<file path="config.mk">
export PLATFORM = sky130hd
export DESIGN_NAME = apb_slave_regfile
export DESIGN_NICKNAME = d
export VERILOG_FILES = /design/src/rtl/apb_pkg.sv /design/src/rtl/apb_regfile_mem.sv /design/src/rtl/apb_slave_regfile.sv
export SDC_FILE = /design/constraint.sdc
export NUM_CORES = 1
export LEC_CHECK = 0
export CAP_MARGIN = 10
export CORE_ASPECT_RATIO = 1.75
export CORE_UTILIZATION = 60
export CTS_CLUSTER_SIZE = 10
export DETAILED_ROUTE_END_ITERATION = 12
export MAX_ROUTING_LAYER = met4
export PLACE_DENSITY = 0.79
export SYNTH_ARGS = -nofsm -noshare
export SYNTH_HDL_FRONTEND = slang
export SYNTH_SLANG_ARGS = --single-unit
</file>
<file path="constraint.sdc">
create_clock -name Hclk -period 2.4 [get_ports Hclk]
set_input_delay 0.48 -clock Hclk [delete_from_list [all_inputs] [get_ports Hclk]]
set_output_delay 0.48 -clock Hclk [all_outputs]
set_load 0.005 [all_outputs]
</file>
<file path="src/rtl/apb_pkg.sv">
// Shared definitions for the APB completer register file.
//   state_e    : completer FSM states (IDLE, ACCESS)
//   APB_ADDR_W : APB address width
//   APB_DATA_W : APB data width
//   ADDR_LSB   : byte-address bit where the word index starts
package apb_pkg;

  typedef enum logic {
    IDLE   = 1'b0,
    ACCESS = 1'b1
  } state_e;

  localparam int APB_ADDR_W = 32;
  localparam int APB_DATA_W = 32;
  localparam int ADDR_LSB   = 2;

endpackage

</file>
<file path="src/rtl/apb_regfile_mem.sv">
// DEPTH x 32-bit register array with asynchronous active-low clear.
// Ports:
//   clk_i    in   clock
//   rst_ni   in   asynchronous active-low reset, clears every word
//   we_i     in   write enable
//   widx_i   in   write word index
//   wdata_i  in   write data
//   ridx_i   in   read word index
//   rdata_o  out  read data (combinational from ridx_i)
module apb_regfile_mem
  import apb_pkg::*;
#(
  parameter int DEPTH = 16,
  localparam int IDX_W = $clog2(DEPTH)
) (
  input  logic                  clk_i,
  input  logic                  rst_ni,
  input  logic                  we_i,
  input  logic [IDX_W-1:0]      widx_i,
  input  logic [APB_DATA_W-1:0] wdata_i,
  input  logic [IDX_W-1:0]      ridx_i,
  output logic [APB_DATA_W-1:0] rdata_o
);

  logic [APB_DATA_W-1:0] mem_q [DEPTH];

  always_ff @(posedge clk_i or negedge rst_ni) begin
    if (!rst_ni) begin
      for (int i = 0; i < DEPTH; i++) begin
        mem_q[i] <= '0;
      end
    end else if (we_i) begin
      mem_q[widx_i] <= wdata_i;
    end
  end

  assign rdata_o = mem_q[ridx_i];

endmodule

</file>
<file path="src/rtl/apb_slave_regfile.sv">
// APB completer serving a DEPTH x 32-bit register file with programmable
// wait states and an error response for out-of-window or misaligned accesses.
// Ports:
//   Hclk     in   clock
//   Hresetn  in   asynchronous active-low reset
//   Pselx    in   slave select
//   Penable  in   access phase strobe
//   Pwrite   in   1 = write, 0 = read
//   Paddr    in   byte address
//   Pwdata   in   write data
//   Prdata   out  read data, valid while Pready=1 on a read
//   Pready   out  transfer completes on the edge where Penable & Pready
//   Pslverr  out  error response, valid while Pready=1
module apb_slave_regfile
  import apb_pkg::*;
#(
  parameter logic [APB_ADDR_W-1:0] BASE_ADDR   = 32'h0000_0000,
  parameter int                    DEPTH       = 16,
  parameter int                    WAIT_STATES = 0
) (
  input  logic                  Hclk,
  input  logic                  Hresetn,
  input  logic                  Pselx,
  input  logic                  Penable,
  input  logic                  Pwrite,
  input  logic [APB_ADDR_W-1:0] Paddr,
  input  logic [APB_DATA_W-1:0] Pwdata,
  output logic [APB_DATA_W-1:0] Prdata,
  output logic                  Pready,
  output logic                  Pslverr
);

  localparam int IDX_W = $clog2(DEPTH);
  localparam int CNT_W = 4;
  localparam logic [APB_ADDR_W-1:0] WINDOW = APB_ADDR_W'(4 * DEPTH);

  state_e                state_q, state_d;
  logic [CNT_W-1:0]      cnt_q, cnt_d;
  logic [APB_ADDR_W-1:0] addr_q, addr_d;
  logic                  write_q, write_d;
  logic                  pready_q, pready_d;
  logic                  pslverr_q, pslverr_d;
  logic [APB_DATA_W-1:0] prdata_q, prdata_d;

  logic [APB_ADDR_W-1:0] dec_addr;
  logic [APB_ADDR_W-1:0] dec_off;
  logic [IDX_W-1:0]      dec_idx;
  logic                  dec_err;
  logic [APB_DATA_W-1:0] rd_data;
  logic                  we;
  logic                  load_rsp;

  // With zero wait states the response is loaded on the setup edge itself,
  // before the address has been captured, so decode the live bus address
  // while idle and the captured one during the access phase.
  assign dec_addr = (state_q == IDLE) ? Paddr : addr_q;
  assign dec_off  = dec_addr - BASE_ADDR;
  assign dec_idx  = dec_off[IDX_W+ADDR_LSB-1:ADDR_LSB];
  assign dec_err  = (dec_addr < BASE_ADDR) || (dec_off >= WINDOW) ||
                    (dec_addr[ADDR_LSB-1:0] != '0);

  apb_regfile_mem #(
    .DEPTH(DEPTH)
  ) u_mem (
    .clk_i  (Hclk),
    .rst_ni (Hresetn),
    .we_i   (we),
    .widx_i (dec_idx),
    .wdata_i(Pwdata),
    .ridx_i (dec_idx),
    .rdata_o(rd_data)
  );

  always_ff @(posedge Hclk or negedge Hresetn) begin
    if (!Hresetn) begin
      state_q   <= IDLE;
      cnt_q     <= '0;
      addr_q    <= '0;
      write_q   <= 1'b0;
      pready_q  <= 1'b0;
      pslverr_q <= 1'b0;
      prdata_q  <= '0;
    end else begin
      state_q   <= state_d;
      cnt_q     <= cnt_d;
      addr_q    <= addr_d;
      write_q   <= write_d;
      pready_q  <= pready_d;
      pslverr_q <= pslverr_d;
      prdata_q  <= prdata_d;
    end
  end

  always_comb begin
    state_d   = state_q;
    cnt_d     = cnt_q;
    addr_d    = addr_q;
    write_d   = write_q;
    pready_d  = pready_q;
    pslverr_d = pslverr_q;
    prdata_d  = prdata_q;
    we        = 1'b0;
    load_rsp  = 1'b0;

    case (state_q)
      IDLE: begin
        // Penable without a preceding setup cycle is ignored here.
        if (Pselx && !Penable) begin
          addr_d   = Paddr;
          write_d  = Pwrite;
          cnt_d    = CNT_W'(WAIT_STATES);
          state_d  = ACCESS;
          pready_d = (WAIT_STATES == 0);
          load_rsp = (WAIT_STATES == 0);
        end
      end
      ACCESS: begin
        if (!Pselx) begin
          // Abort: leave without touching memory.
          state_d   = IDLE;
          pready_d  = 1'b0;
          pslverr_d = 1'b0;
        end else if (Penable) begin
          if (pready_q) begin
            // Completion edge; the error flag was settled when Pready rose.
            we        = write_q && !pslverr_q;
            state_d   = IDLE;
            pready_d  = 1'b0;
            pslverr_d = 1'b0;
          end else if (cnt_q != '0) begin
            cnt_d    = cnt_q - CNT_W'(1);
            pready_d = (cnt_q == CNT_W'(1));
            load_rsp = (cnt_q == CNT_W'(1));
          end
        end
      end
      default: state_d = IDLE;
    endcase

    // Response is loaded on the edge that raises Pready; writes keep Prdata.
    if (load_rsp) begin
      pslverr_d = dec_err;
      if (!write_d) begin
        prdata_d = dec_err ? '0 : rd_data;
      end
    end
  end

  assign Prdata  = prdata_q;
  assign Pready  = pready_q;
  assign Pslverr = pslverr_q;

endmodule

</file>
=== Word-level counts from Yosys, hierarchy flattened ===
Cells that the tools add are included.

* Flip-flop bits (word level): 584
* Input bits: 69
* Output and inout bits: 34
* Word-level logic and storage cells: 94

* $add $sub $neg: 1
* Magnitude comparators: 4
* Equal/unequal tests: 9
* Mux-type cells: 39
* Bitwise gates (word level): 3
* Reductions and logical operators: 15

{| class="wikitable"
|+ Operators with widths
! cell !! count
|-
| $bwmux 512 || 1
|-
| $mux 32 || 5
|-
| $bmux 32 s4 || 1
|-
| $demux 32 s4 || 1
|-
| $ge 32x7->1 const B || 1
|-
| $lt 32x1->1 const B || 1
|-
| $mux 1 || 22
|-
| $mux 4 || 5
|-
| $pmux 4 s2 || 1
|-
| $ne 2x2->1 const B || 3
|-
| $ne 3x1->1 const B || 2
|-
| $pmux 1 s2 || 3
|-
| $reduce_and 2->1 || 3
|-
| $ge 5x5->1 const B || 1
|-
| $lt 5x1->1 const B || 1
|-
| $not 4->5 || 1
|-
| $reduce_and 5->1 || 1
|-
| $eq 4x1->1 const B || 1
|-
| $ne 2x1->1 const B || 2
|-
| $reduce_bool 2->1 || 2
|-
| $reduce_bool 4->1 || 1
|-
| $sub 4x1->4 const B || 1
|-
| $logic_and 1x1->1 || 3
|-
| $ne 3x3->1 const B || 1
|-
| 4 further kinds || 7
|}

=== Logic depth before layout (Yosys ltp) ===
* Word-level depth: 8
* Depth in mapped cells: 9
* Depth with buffers taken out: 7

=== By module ===
Synthesis repeated with hierarchy kept, for this count alone.

* Cell total of the unflattened synthesis: 1667
* Area, all modules: 26143.8 um^2

{| class="wikitable"
|+ Modules (own cells, without submodules)
! module !! instances !! cells an instance !! area an instance (um^2) !! sequential area each (um^2)
|-
| apb_regfile_mem || 1 || 1405 || 22774.3 || 12812.3
|-
| apb_slave_regfile || 1 || 262 || 3369.5 || 1801.7
|}

=== Least setup slack after synthesis ===
Ideal clock, no wire load.

* Path kind: input to register
* Start point: input Penable
* End point: register u_mem.mem_q[423] (netlist bit)
* Data arrival time: 1.876 ns
* Slack: 0.399 ns
* Stages on the path: 6
* Path through: nand2_1 > nor4_4 > nand2_1 > nor2_2 > buf_6 > mux2_2

* Cells in the longest elaborated chain, start to end: 3

{| class="wikitable"
|+ RTL lines
! element !! RTL line !! RTL
|-
| from (decl) || apb_slave_regfile.sv:24 || <nowiki>input logic Penable,</nowiki>
|-
| $mux 1 || apb_slave_regfile.sv:123 || <nowiki>end else if (Penable) begin</nowiki>
|-
| $mux 1 || apb_slave_regfile.sv:118 || <nowiki>if (!Pselx) begin</nowiki>
|-
| $mux 1 || apb_slave_regfile.sv:105 || <nowiki>case (state_q)</nowiki>
|-
| to (signal, indexed assignment) || apb_regfile_mem.sv:33 || <nowiki>mem_q[widx_i] <= wdata_i;</nowiki>
|-
| to (decl) || apb_regfile_mem.sv:25 || <nowiki>logic [APB_DATA_W-1:0] mem_q [DEPTH];</nowiki>
|}

No other way between the ends.
A chain may end at the register's enable or synchronous reset.

=== Worst setup path in the final report ===
* Start point: input Paddr[3]
* End point: register prdata_q[17], in the netlist Prdata[17]

* Cells in the longest elaborated chain, start to end: 6
* Elaborated cells between the ends (all ways): 10

{| class="wikitable"
|+ RTL lines
! element !! RTL line !! RTL
|-
| from (decl) || apb_slave_regfile.sv:26 || <nowiki>input logic [APB_ADDR_W-1:0] Paddr,</nowiki>
|-
| $mux 32 (*) || apb_slave_regfile.sv:56 || <nowiki>assign dec_addr = (state_q == IDLE) ? Paddr : addr_q;</nowiki>
|-
| branches (longest 4 deep; another with $lt 32x1->1) || -- ||
|-
| $mux 32 (*) || apb_slave_regfile.sv:144 || <nowiki>prdata_d = dec_err ? '0 : rd_data;</nowiki>
|-
| to (signal assigned) || apb_slave_regfile.sv:90 || <nowiki>prdata_q <= prdata_d;</nowiki>
|-
| to (decl) || apb_slave_regfile.sv:43 || <nowiki>logic [APB_DATA_W-1:0] prdata_q, prdata_d;</nowiki>
|}

Mark *: on every way between the ends. The select of a mux whose other input is x is not followed.

==> impl_metrics.json <==
{
  "via_per_inst": 6.84,
  "netlist_instances": 2256,
  "htreeDepth": 3,
  "synth.avg_cell_area_um2": 12.0,
  "vias": 20300,
  "overflow": 0,
  "fin_cells": 2969,
  "worst-setup-path-type": "input pin to flip-flop",
  "syn-cell-area_um2": 27100,
  "fin_nets": 2459,
  "drt_iter0_drc": 1764,
  "synthFlopType": "dfrtp_1",
  "start_util": 0.610,
  "ir_drop_v": 0.000564,
  "setup_violations": 0,
  "synth_top_area_share": 0.540,
  "max_slew.worst_pin.slew_ns": 0.724,
  "drt_wl_total_um": 78500,
  "place_inst": 2883,
  "status": "finished clean",
  "core-area_um2": 44400,
  "fmax_mhz": 429,
  "post_dp_cell_area_um2": 30000,
  "clk_pin_slew_ns": 0.05,
  "worst-path-max-fanout": 31,
  "ys_seq_elements": 584,
  "post-route-period-util": 0.970,
  "yosysWarnings": 0,
  "layout-drive-gt1-share": 0.320,
  "cts_made_buffers": 68,
  "critPathLaunch": "Paddr[3]",
  "period_needed_ns": 2.33,
  "maxSlewHeadroom": 0.516,
  "fin_util": 0.720,
  "num-fill-cells": 2874,
  "drc": 0,
  "synth_edf_count": 0,
  "ctsLongestPathBuffers": 3,
  "hold_slack_ns": 0.417,
  "power_leakage_nw": 15.3,
  "drv_cap": 0,
  "synth.area.top_cells": "dfrtp_1 54%, mux2_2 20%, a21oi_1 8.1%, a2111o_1 2.6%, nor4_1 1.7%",
  "place.gp.congestion": 0.879,
  "num_io_pins": 103,
  "cts.sinks": 584,
  "num_rows": 102,
  "antenna_found_initial": 4,
  "cp.required_ns": 2.88,
  "grt_max_degree": 86,
  "crit_path_end_kind": "flip-flop",
  "synth_area_leader_cell": "dfrtp_1",
  "dieArea_um2": 46000,
  "hold_class": "input pin to async pin",
  "p_per_area_nw_per_um2": 728,
  "syn_to_final_growth_pct": 18.1,
  "cts_tree": "done",
  "hold_viol": 0,
  "fin_setup_tns_ns": 0,
  "hpwlAfterDp_um": 49400,
  "synth-async-reset-ratio": 1.00,
  "die_w_um": 163,
  "grt_pass1_wl_um": 124000,
  "yosysUniqueCellTypes": 55,
  "start_kind": "input pin",
  "drtAntennaViolNets": 0,
  "grt_pass1_vias": 22100,
  "slew_viol_final": 0,
  "ys_seq_area_frac": 0.540,
  "fin_area_um2": 32000,
  "clk_latency_ns": 0.59,
  "drt_pass1_iterations": 5,
  "rr_startpoint": "state_q",
  "routedWlPerCell_um": 26.4,
  "synth_nets": 2330,
  "port_buffers": 102,
  "gr-usage-all-layers": 0.363,
  "clock_skew_ns": 0.0148,
  "cts_root_buffer": "clkbuf_16",
  "dieHeight_um": 283,
  "critPathArrivalTime_ns": 2.81
}
[what timing repair did]
action,in CTS,in global routing
hold buffers,1,0
endpoints found under the hold margin,31,0
gates cloned,0,0
gates resized for setup,1,5
setup buffers,0,3
setup endpoints to repair,3,29
[metrics by stage]
step	power, mW	worst slack, ns
4_1_cts	23.3	0.0748
6_report	23.3	0.0712
5_1_grt	24.1	-0.0502
3_5_place_dp	14.2	-0.448
3_3_place_gp	14.0	-0.402
2_1_floorplan	12.8	0.399
[path summary, 6_finish.rpt]
path                                         end  slack [ns]  cells after the start
worst max-delay path                  Prdata[17]        0.07                      9
worst min-delay path                  addr_q[13]        0.42                      2
worst max register to register        Prdata[28]        0.08                      7
worst min register to register        Prdata[12]        0.48                      2
max in group asynchronous       u_mem.mem_q[463]        1.12                      3
min in group Hclk                     Prdata[12]        0.48                      2
[flip-flops by register name, summed over array words and instances, names as in the netlist]
register and cells:
Pready 1, write_q 1, u_mem.mem_q 512, state_q 1, Pslverr 1, cnt_q 4, Prdata 32, addr_q 32
[power by group]
group          internal [mW]  total [mW]  switching (mW)
Combinational           1.51        3.31            1.79
Sequential              10.5        10.8           0.370
Clock                   5.34        9.14            3.80
Total                   17.3        23.3            5.96
[layer usage]
layer	track usage	wire (µm)	share of wire	vias to the layer above
met2	0.596	40600	0.52	1097
met4	0.223	4550	0.058	0
met5	-	0	0	-
met3	0.0527	5400	0.069	328
li1	-	-	-	8481
met1	0.417	27900	0.36	10400
[cells in the final DEF (no fill, tap or decap), drive strengths merged, types with 3 or more instances in the layout]
master         count
o22ai             31
nand2             77
or3b               3
ha                 5
inv               73
a21boi            16
and3               4
buf              174
diode              4
mux2             515
a21oi            437
nand2b             3
o41ai              5
a2111o            62
nand3b             3
dfrtp            584
a22o              32
o31ai             32
nor2b              3
o21ai             34
nor2              21
clkbuf            73
nor4              75
clkdlybuf4s50    101
[cells in the mapped netlist (2+ instances only)]
| master | number |
|---|---|
| dfrtp_1 | 584 |
| mux2_2 | 479 |
| a21oi_1 | 436 |
| clkbuf_1 | 101 |
| nand2_1 | 76 |
| nor4_1 | 73 |
| inv_1 | 69 |
| a2111o_1 | 62 |
| buf_2 | 55 |
| buf_4 | 43 |
| mux2_1 | 36 |
| o21ai_0 | 33 |
| a22o_1 | 32 |
| o31ai_1 | 32 |
| o22ai_1 | 31 |
| a21boi_0 | 16 |
| nor2_2 | 12 |
| buf_6 | 11 |
| nor2_1 | 9 |
| buf_1 | 7 |
| ha_1 | 5 |
| and3_1 | 4 |
| o41ai_1 | 4 |
| nand2b_1 | 3 |
| nor2b_1 | 3 |
| or3b_1 | 3 |
| mux2i_1 | 2 |
| nand3b_1 | 2 |
| nand4_1 | 2 |
| nor3_1 | 2 |
| nor4b_1 | 2 |
| o2bb2ai_1 | 2 |
| or3_1 | 2 |
| xor2_1 | 2 |
[layout make-up]
class                           count  area, µm²  area share
Clock buffer                       73       1780      0.0558
Tap cell                          572        716      0.0224
Clock inverter                      5       76.3     0.00239
Inverter                           69        259     0.00810
Antenna cell                        4       10.0    0.000313
Sequential cell                   584      14600       0.457
Multi-Input combinational cell   1386      11200       0.351
Timing Repair Buffer              276       3280       0.103
[worst max-delay path: stages]
cell	delay, ns
clkdlybuf4s50_1	0.56
buf_4	0.16
or3b_4	0.17
buf_12	0.24
buf_12	0.22
a21oi_1	0.08
a2111o_1	0.33
a22o_1	0.30
o31ai_1	0.23
[cell families (layout without fill, tap and decap cells)]
| group | count (synthesis) | after routing | synth area share |
|---|---|---|---|
| adder cells (fa/ha/maj) | 5 | 5 | 0.00231 |
| multiplexers | 517 | 517 | 0.215 |
| buffers and inverters | 286 | 423 | 0.0512 |
| AO/OA/AOI/OAI | 661 | 661 | 0.150 |
| AND/OR/NAND/NOR | 201 | 201 | 0.0408 |
| flip-flops | 584 | 584 | 0.540 |
| other | 0 | 4 | 0 |
| XOR/XNOR | 2 | 2 | 0.000647 |
Note: power is estimated with default switching activity, not from simulation.
